`config.mk`:
```
export PLATFORM = sky130hd
export DESIGN_NAME = grf_write_arbiter
export DESIGN_NICKNAME = d
export VERILOG_FILES = /design/src/rtl/grf_write_arbiter.sv
export SDC_FILE = /design/constraint.sdc
export NUM_CORES = 1
export LEC_CHECK = 0
export CAP_MARGIN = 25
export CORE_MARGIN = 2
export CORE_UTILIZATION = 51
export DETAILED_ROUTE_END_ITERATION = 10
export GPL_TIMING_DRIVEN = 0
export PLACE_DENSITY = 0.86
export SYNTH_ARGS = -nofsm -noshare
export SYNTH_HDL_FRONTEND = slang
export SYNTH_SLANG_ARGS = --single-unit
export TNS_END_PERCENT = 100
```
`constraint.sdc`:
```
create_clock -name clk -period 5.2 [get_ports clk]
set_input_delay 0.52 -clock clk [delete_from_list [all_inputs] [get_ports clk]]
set_output_delay 0.52 -clock clk [all_outputs]
set_load 0.1 [all_outputs]
```
`src/rtl/grf_write_arbiter.sv`:
```
`default_nettype none
// ============================================================================
// grf_write_arbiter : shares the GRF write port between W-stage writeback and
//                     a buffered long-latency X requester.  Rev 1.0
// ============================================================================
module grf_write_arbiter #(
   parameter int DEPTH = 2,
   parameter int CNT_W = 2
) (
   input  logic             clk,
   input  logic             reset,
   input  logic             w_we,
   input  logic [4:0]       w_addr,
   input  logic [31:0]      w_wd,
   input  logic [31:0]      w_pc,
   input  logic             x_req,
   output logic             x_ready,
   input  logic [4:0]       x_addr,
   input  logic [31:0]      x_wd,
   input  logic [31:0]      x_pc,
   input  logic [4:0]       q_addr1,
   input  logic [4:0]       q_addr2,
   output logic             q_pend1,
   output logic             q_pend2,
   output logic             stall,
   output logic [CNT_W-1:0] fifo_cnt,
   output logic             grf_we,
   output logic [4:0]       grf_addr,
   output logic [31:0]      grf_wd,
   output logic [31:0]      grf_pc
);

   localparam int               PTR_W    = (DEPTH > 1) ? $clog2(DEPTH) : 1;
   localparam logic [PTR_W-1:0] LAST_PTR = PTR_W'(DEPTH - 1);
   localparam logic [CNT_W-1:0] FULL_CNT = CNT_W'(DEPTH);

   logic [PTR_W-1:0]        rd_ptr_q, rd_ptr_d, wr_ptr_q, wr_ptr_d;
   logic [CNT_W-1:0]        cnt_q, cnt_d;
   logic [DEPTH-1:0]        ent_live, hit1, hit2;
   logic [DEPTH-1:0][4:0]   ent_addr;
   logic [DEPTH-1:0][31:0]  ent_wd, ent_pc;
   logic                    w_act, push, pop, full, head_live;

   assign full      = (cnt_q == FULL_CNT);
   assign w_act     = !reset && w_we && (w_addr != 5'd0);
   assign x_ready   = !reset && !full;
   assign stall     = !reset && full;
   assign fifo_cnt  = reset ? '0 : cnt_q;
   assign push      = x_req && x_ready && (x_addr != 5'd0);
   assign head_live = (cnt_q != '0) && ent_live[rd_ptr_q];
   // A dead head drains even while W owns the port.
   assign pop       = (cnt_q != '0) && (!ent_live[rd_ptr_q] || !w_act);
   assign q_pend1   = !reset && (q_addr1 != 5'd0) && (|hit1);
   assign q_pend2   = !reset && (q_addr2 != 5'd0) && (|hit2);

   always_comb begin
      grf_we   = 1'b0;
      grf_addr = 5'd0;
      grf_wd   = 32'd0;
      grf_pc   = 32'd0;
      if (w_act) begin
         grf_we   = 1'b1;
         grf_addr = w_addr;
         grf_wd   = w_wd;
         grf_pc   = w_pc;
      end else if (!reset && head_live) begin
         grf_we   = 1'b1;
         grf_addr = ent_addr[rd_ptr_q];
         grf_wd   = ent_wd[rd_ptr_q];
         grf_pc   = ent_pc[rd_ptr_q];
      end
   end

   always_comb begin
      rd_ptr_d = rd_ptr_q;
      wr_ptr_d = wr_ptr_q;
      cnt_d    = cnt_q;
      if (pop)
         rd_ptr_d = (rd_ptr_q == LAST_PTR) ? '0 : rd_ptr_q + PTR_W'(1);
      if (push)
         wr_ptr_d = (wr_ptr_q == LAST_PTR) ? '0 : wr_ptr_q + PTR_W'(1);
      case ({push, pop})
         2'b10:   cnt_d = cnt_q + CNT_W'(1);
         2'b01:   cnt_d = cnt_q - CNT_W'(1);
         default: cnt_d = cnt_q;
      endcase
   end

   always_ff @(posedge clk) begin
      if (reset) begin
         rd_ptr_q <= '0;
         wr_ptr_q <= '0;
         cnt_q    <= '0;
      end else begin
         rd_ptr_q <= rd_ptr_d;
         wr_ptr_q <= wr_ptr_d;
         cnt_q    <= cnt_d;
      end
   end

   for (genvar g = 0; g < DEPTH; g++) begin : g_entry
      logic        live_q, live_d;
      logic [4:0]  addr_q, addr_d;
      logic [31:0] wd_q, wd_d, pc_q, pc_d;

      // Squash first, then a same-cycle accept re-arms the slot as the younger write.
      always_comb begin
         live_d = live_q;
         addr_d = addr_q;
         wd_d   = wd_q;
         pc_d   = pc_q;
         if (w_act && live_q && (addr_q == w_addr))
            live_d = 1'b0;
         if (pop && (rd_ptr_q == PTR_W'(g)))
            live_d = 1'b0;
         if (push && (wr_ptr_q == PTR_W'(g))) begin
            live_d = 1'b1;
            addr_d = x_addr;
            wd_d   = x_wd;
            pc_d   = x_pc;
         end
      end

      always_ff @(posedge clk) begin
         if (reset) begin
            live_q <= 1'b0;
            addr_q <= 5'd0;
            wd_q   <= 32'd0;
            pc_q   <= 32'd0;
         end else begin
            live_q <= live_d;
            addr_q <= addr_d;
            wd_q   <= wd_d;
            pc_q   <= pc_d;
         end
      end

      assign ent_live[g] = live_q;
      assign ent_addr[g] = addr_q;
      assign ent_wd[g]   = wd_q;
      assign ent_pc[g]   = pc_q;
      assign hit1[g]     = live_q && (addr_q == q_addr1);
      assign hit2[g]     = live_q && (addr_q == q_addr2);
   end

endmodule
`default_nettype wire

```
==> tab_implementation.tex <==
\begin{tabular}{lr}
\hline
Metric & Value \\
\hline
\multicolumn{2}{l}{\textbf{STA}} \\
\quad Final worst-path cycle share & 0.882 \\
\quad Shortest period the worst path allows & 4.59 ns \\
\quad Setup Viol. Count Final & 0 \\
\quad PnR worst setup slack & 0.613 ns \\
\quad Sum of negative setup slack & 0 ns \\
\quad Setup Skew & 0.00457 ns \\
\quad Headroom to the max-slew limit & 0.269 \\
\quad Final Hold Viols & 0 \\
\quad Fmax & 218 MHz \\
\quad Final-report max-slew violation count & 0 \\
\quad Unrepaired setup endpoints after global routing & false \\
\quad Pin slew with the least headroom to its limit & 1.09 ns \\
\multicolumn{2}{l}{\textbf{Floorplan}} \\
\quad Number of top-level pins & 228 \\
\quad Floorplan die width & 126 um \\
\quad Core footprint & 14,500 sq um \\
\quad Die outline height & 126 um \\
\quad Initial core utilization & 0.522 \\
\quad Floorplan row count & 44 \\
\quad Die outline area & 15,900 sq um \\
\multicolumn{2}{l}{\textbf{Global routing}} \\
\quad Number of antenna violations at the first check in global routing & 0 \\
\quad Via count of the first global-routing pass & 8,194 \\
\quad Residual overflow from global routing & 0 \\
\quad Overall Global Routing Usage & 0.325 \\
\quad Maximum number of pins on one net before global-route repair & 17 \\
\quad Global-route wire length before repair & 41,900 um \\
\multicolumn{2}{l}{\textbf{Clock network}} \\
\quad Number of setup buffers added after CTS & 0 \\
\quad PostCTS Resize Cnt & 0 \\
\quad Cts hold-fix bufs & 0 \\
\quad Clock insertion delay at the later pin of the skew report & 0.43 ns \\
\quad Number of clock buffers inserted by TritonCTS & 17 \\
\quad Clock-pin slew of the registers on the worst-case setup and hold paths & 0.06 ns \\
\quad Clock sinks & 144 \\
\quad TritonCTS clock tree & built \\
\quad H-Tree Level Count & 4 \\
\quad Clock tree root buffer cell & sky130\_fd\_sc\_hd\_\_clkbuf\_16 \\
\quad CTS max path bufs & 2 \\
\multicolumn{2}{l}{\textbf{Finish}} \\
\quad Number of diodes added for antenna fixing & 0 \\
\quad Final standard cell count with taps included and fillers excluded & 1,410 \\
\quad Fraction of layout instances using a drive strength above 1 & 0.0498 \\
\quad Most frequent cells in the layout & sky130\_fd\_sc\_hd\_\_clkdlybuf4s50\_1, sky130\_fd\_sc\_hd\_\_a21oi\_1, sky130\_fd\_sc\_hd\_\_dfxtp\_1, sky130\_fd\_sc\_hd\_\_o21ai\_0, sky130\_fd\_sc\_hd\_\_nand3\_1 \\
\quad Filler Cell Count & 1,146 \\
\quad Signed area change from the synthesized netlist to the final layout & 40.8\% \\
\quad Number of nets in the layout & 1,367 \\
\quad Commonest non-fill, non-tap cell in the layout & sky130\_fd\_sc\_hd\_\_clkdlybuf4s50\_1 \\
\quad Fin area & 10,700 sq um \\
\multicolumn{2}{l}{\textbf{Routing}} \\
\quad Detailed-route wire length & 26,400 um \\
\quad Remaining DRCs & 0 \\
\quad Number of vias in the routed layout & 8,543 \\
\quad Mean number of vias per cell & 6.06 \\
\quad Count of routing violations after the opening detailed-route iteration & 1,010 \\
\quad Number of search-and-repair iterations in the first detailed-routing pass & 5 \\
\quad Post-DRT Antenna Nets & 0 \\
\quad Wire length per cell & 18.7 um \\
\multicolumn{2}{l}{\textbf{Status}} \\
\quad Result of the run & completed \\
\multicolumn{2}{l}{\textbf{Critical path}} \\
\quad Critical Path Max Stage Delay & 1.18 ns \\
\quad Worst reg2reg endpoint & g\_entry[0].wd\_q[29] \\
\quad Endpoint arrival time on the critical path & 4.07 ns \\
\quad Startpoint of the lowest-slack register-to-register path & cnt\_q[1] \\
\quad Type of destination of the critical path & primary output \\
\quad Class of the most critical setup path & in2out \\
\quad Worst EP required & 4.68 ns \\
\quad Chain of cells forming the critical path & clkdlybuf4s50\_1 > buf\_2 > nand2b\_1 > a21oi\_2 > buf\_2 > buf\_1 > nand2\_1 > o31ai\_2 > clkdlybuf4s50\_1 \\
\quad Number of cells on the worst reg-to-reg path & 6 \\
\quad Kind of launch point of the worst setup path & primary input \\
\quad Cell with the largest stage delay on the worst path & sky130\_fd\_sc\_hd\_\_clkdlybuf4s50\_1 \\
\quad Flop-to-flop setup slack & 3.11 ns \\
\quad Maximum fanout along the worst path & 10 \\
\multicolumn{2}{l}{\textbf{Worst hold path}} \\
\quad Startpoint of the lowest-slack hold path & g\_entry[1].wd\_q[19] \\
\quad Hold Path Depth & 2 \\
\quad Class of the tightest hold or removal check & reg2reg \\
\quad Worst Hold End & g\_entry[1].wd\_q[19] \\
\multicolumn{2}{l}{\textbf{Place}} \\
\quad Final GP Congestion & 0.891 \\
\quad Buffers added on ports & 227 \\
\quad Total cell area at the placement stage & 10,100 sq um \\
\quad Post-place setup slack & 0.694 ns \\
\quad Dpl hpwl & 18,700 um \\
\quad Placed Cells & 1,379 \\
\multicolumn{2}{l}{\textbf{Synthesis}} \\
\quad Top cells by area, synth & sky130\_fd\_sc\_hd\_\_dfxtp\_1, sky130\_fd\_sc\_hd\_\_a21oi\_1, sky130\_fd\_sc\_hd\_\_o21ai\_0 \\
\quad Primary FF master, synth & sky130\_fd\_sc\_hd\_\_dfxtp\_1 \\
\quad Synthesized net count & 1,121 \\
\quad Biggest area consumer among synthesized cells & sky130\_fd\_sc\_hd\_\_dfxtp\_1 \\
\quad Count of warnings emitted by yosys & 0 \\
\quad Post-Syn Area per Cell & 7.84 sq um \\
\quad Number of instances in the synthesized netlist & 968 \\
\quad Post-synth ARST share & 0 \\
\quad Count of cell types in the netlist & 39 \\
\quad Number of flops mapped to enable cells by yosys & 0 \\
\quad Sequential cell area fraction in the yosys report & 0.380 \\
\quad Yosys top cell area share & 0.380 \\
\quad Synthesized cell area & 7590 sq um \\
\quad Post-synthesis sequential element count & 144 \\
\multicolumn{2}{l}{\textbf{Power and ir drop}} \\
\quad Overall power & 3.59 mW \\
\quad Worst VDD drop & 0.230 mV \\
\quad Leakage Power & 3.47 nW \\
\quad Total power density per cell area & 335 nW/um\^{}2 \\
\multicolumn{2}{l}{\textbf{Flow run}} \\
\quad Max capacitance violation total & 0 \\
\hline
\end{tabular}
-- through the flow --
| step | utilization | hold slack (ns) |
|---|---|---|
| floorplan | - | 0.453 |
| global placement | 0.695 | 0.459 |
| detailed placement | 0.695 | 0.465 |
| CTS | 0.736 | 0.473 |
| global route | 0.736 | 0.486 |
| finish | 0.736 | 0.472 |
-- flip-flops by register name, indices dropped and copies added, names as in the netlist --
name and flops:
g_entry.pc_q 64, wr_ptr_q 1, g_entry.wd_q 64, cnt_q 2
g_entry.addr_q 10, rd_ptr_q 1, g_entry.live_q 2
-- logic make-up (layout without fill, tap and decap cells) --
logic type	count (synthesis)	after routing	share of synthesized area
flops	144	144	0.380
xor+xnor	32	32	0.0369
mux	70	70	0.0923
compound gates	365	365	0.273
fa+ha+maj	1	1	0.00165
buf+inv	111	369	0.0595
simple gates	245	245	0.157
-- layout make-up --
cell class	count	area, sq um	area share
Clock buffer	27	523	0.0489
Sequential cell	144	2880	0.270
Timing Repair Buffer	227	2270	0.213
Tap cell	184	230	0.0215
Clock inverter	4	72.6	0.00679
Buffer	107	437	0.0408
Multi-Input combinational cell	713	4260	0.398
Inverter	4	15.0	0.00140
-- power by group --
group | switching (mW) | internal (mW)
clock network | 0.458 | 0.780
logic | 0.714 | 0.419
registers | 0.0425 | 1.17
-- synthesized netlist by cell type, types with 6 or more instances --
library cell and n:
sky130_fd_sc_hd__a21oi_1 144, sky130_fd_sc_hd__buf_1 13, sky130_fd_sc_hd__buf_2 14, sky130_fd_sc_hd__clkbuf_1 75, sky130_fd_sc_hd__dfxtp_1 144, sky130_fd_sc_hd__mux2i_1 70
sky130_fd_sc_hd__nand2_1 79, sky130_fd_sc_hd__nand3_1 139, sky130_fd_sc_hd__nor2_1 6, sky130_fd_sc_hd__o21ai_0 141, sky130_fd_sc_hd__o31ai_1 59, sky130_fd_sc_hd__o31ai_2 9
sky130_fd_sc_hd__xnor2_1 11, sky130_fd_sc_hd__xor2_1 21
-- worst max-delay path: cells and delay by family --
family | cells | cell delay (ns)
buffers and inverters | 5 | 2.72
AOI/OAI and AO/OA | 2 | 0.46
and+or+nand+nor | 2 | 0.36
-- per-layer routing --
metal,vias to the layer above,track usage,share of wire
met4,0,0.126,0.028
met2,468,0.527,0.47
li1,4002,-,-
met5,-,0,0
met1,4016,0.417,0.40
met3,57,0.0841,0.095
-- worst max-delay path by stage --
| stage | to | start | slack (ns) | cells after the start |
|---|---|---|---|---|
| after global placement | grf_pc[27] | reset | 0.72 | 9 |
| after detailed placement | grf_pc[23] | reset | 0.69 | 9 |
| after CTS | grf_pc[23] | reset | 0.65 | 9 |
| after global routing | grf_pc[23] | reset | 0.46 | 9 |
| after floorplan | grf_pc[0] | reset | 1.01 | 5 |
| final | grf_pc[23] | reset | 0.61 | 9 |
No activity file was read; power rests on OpenSTA's default activity.
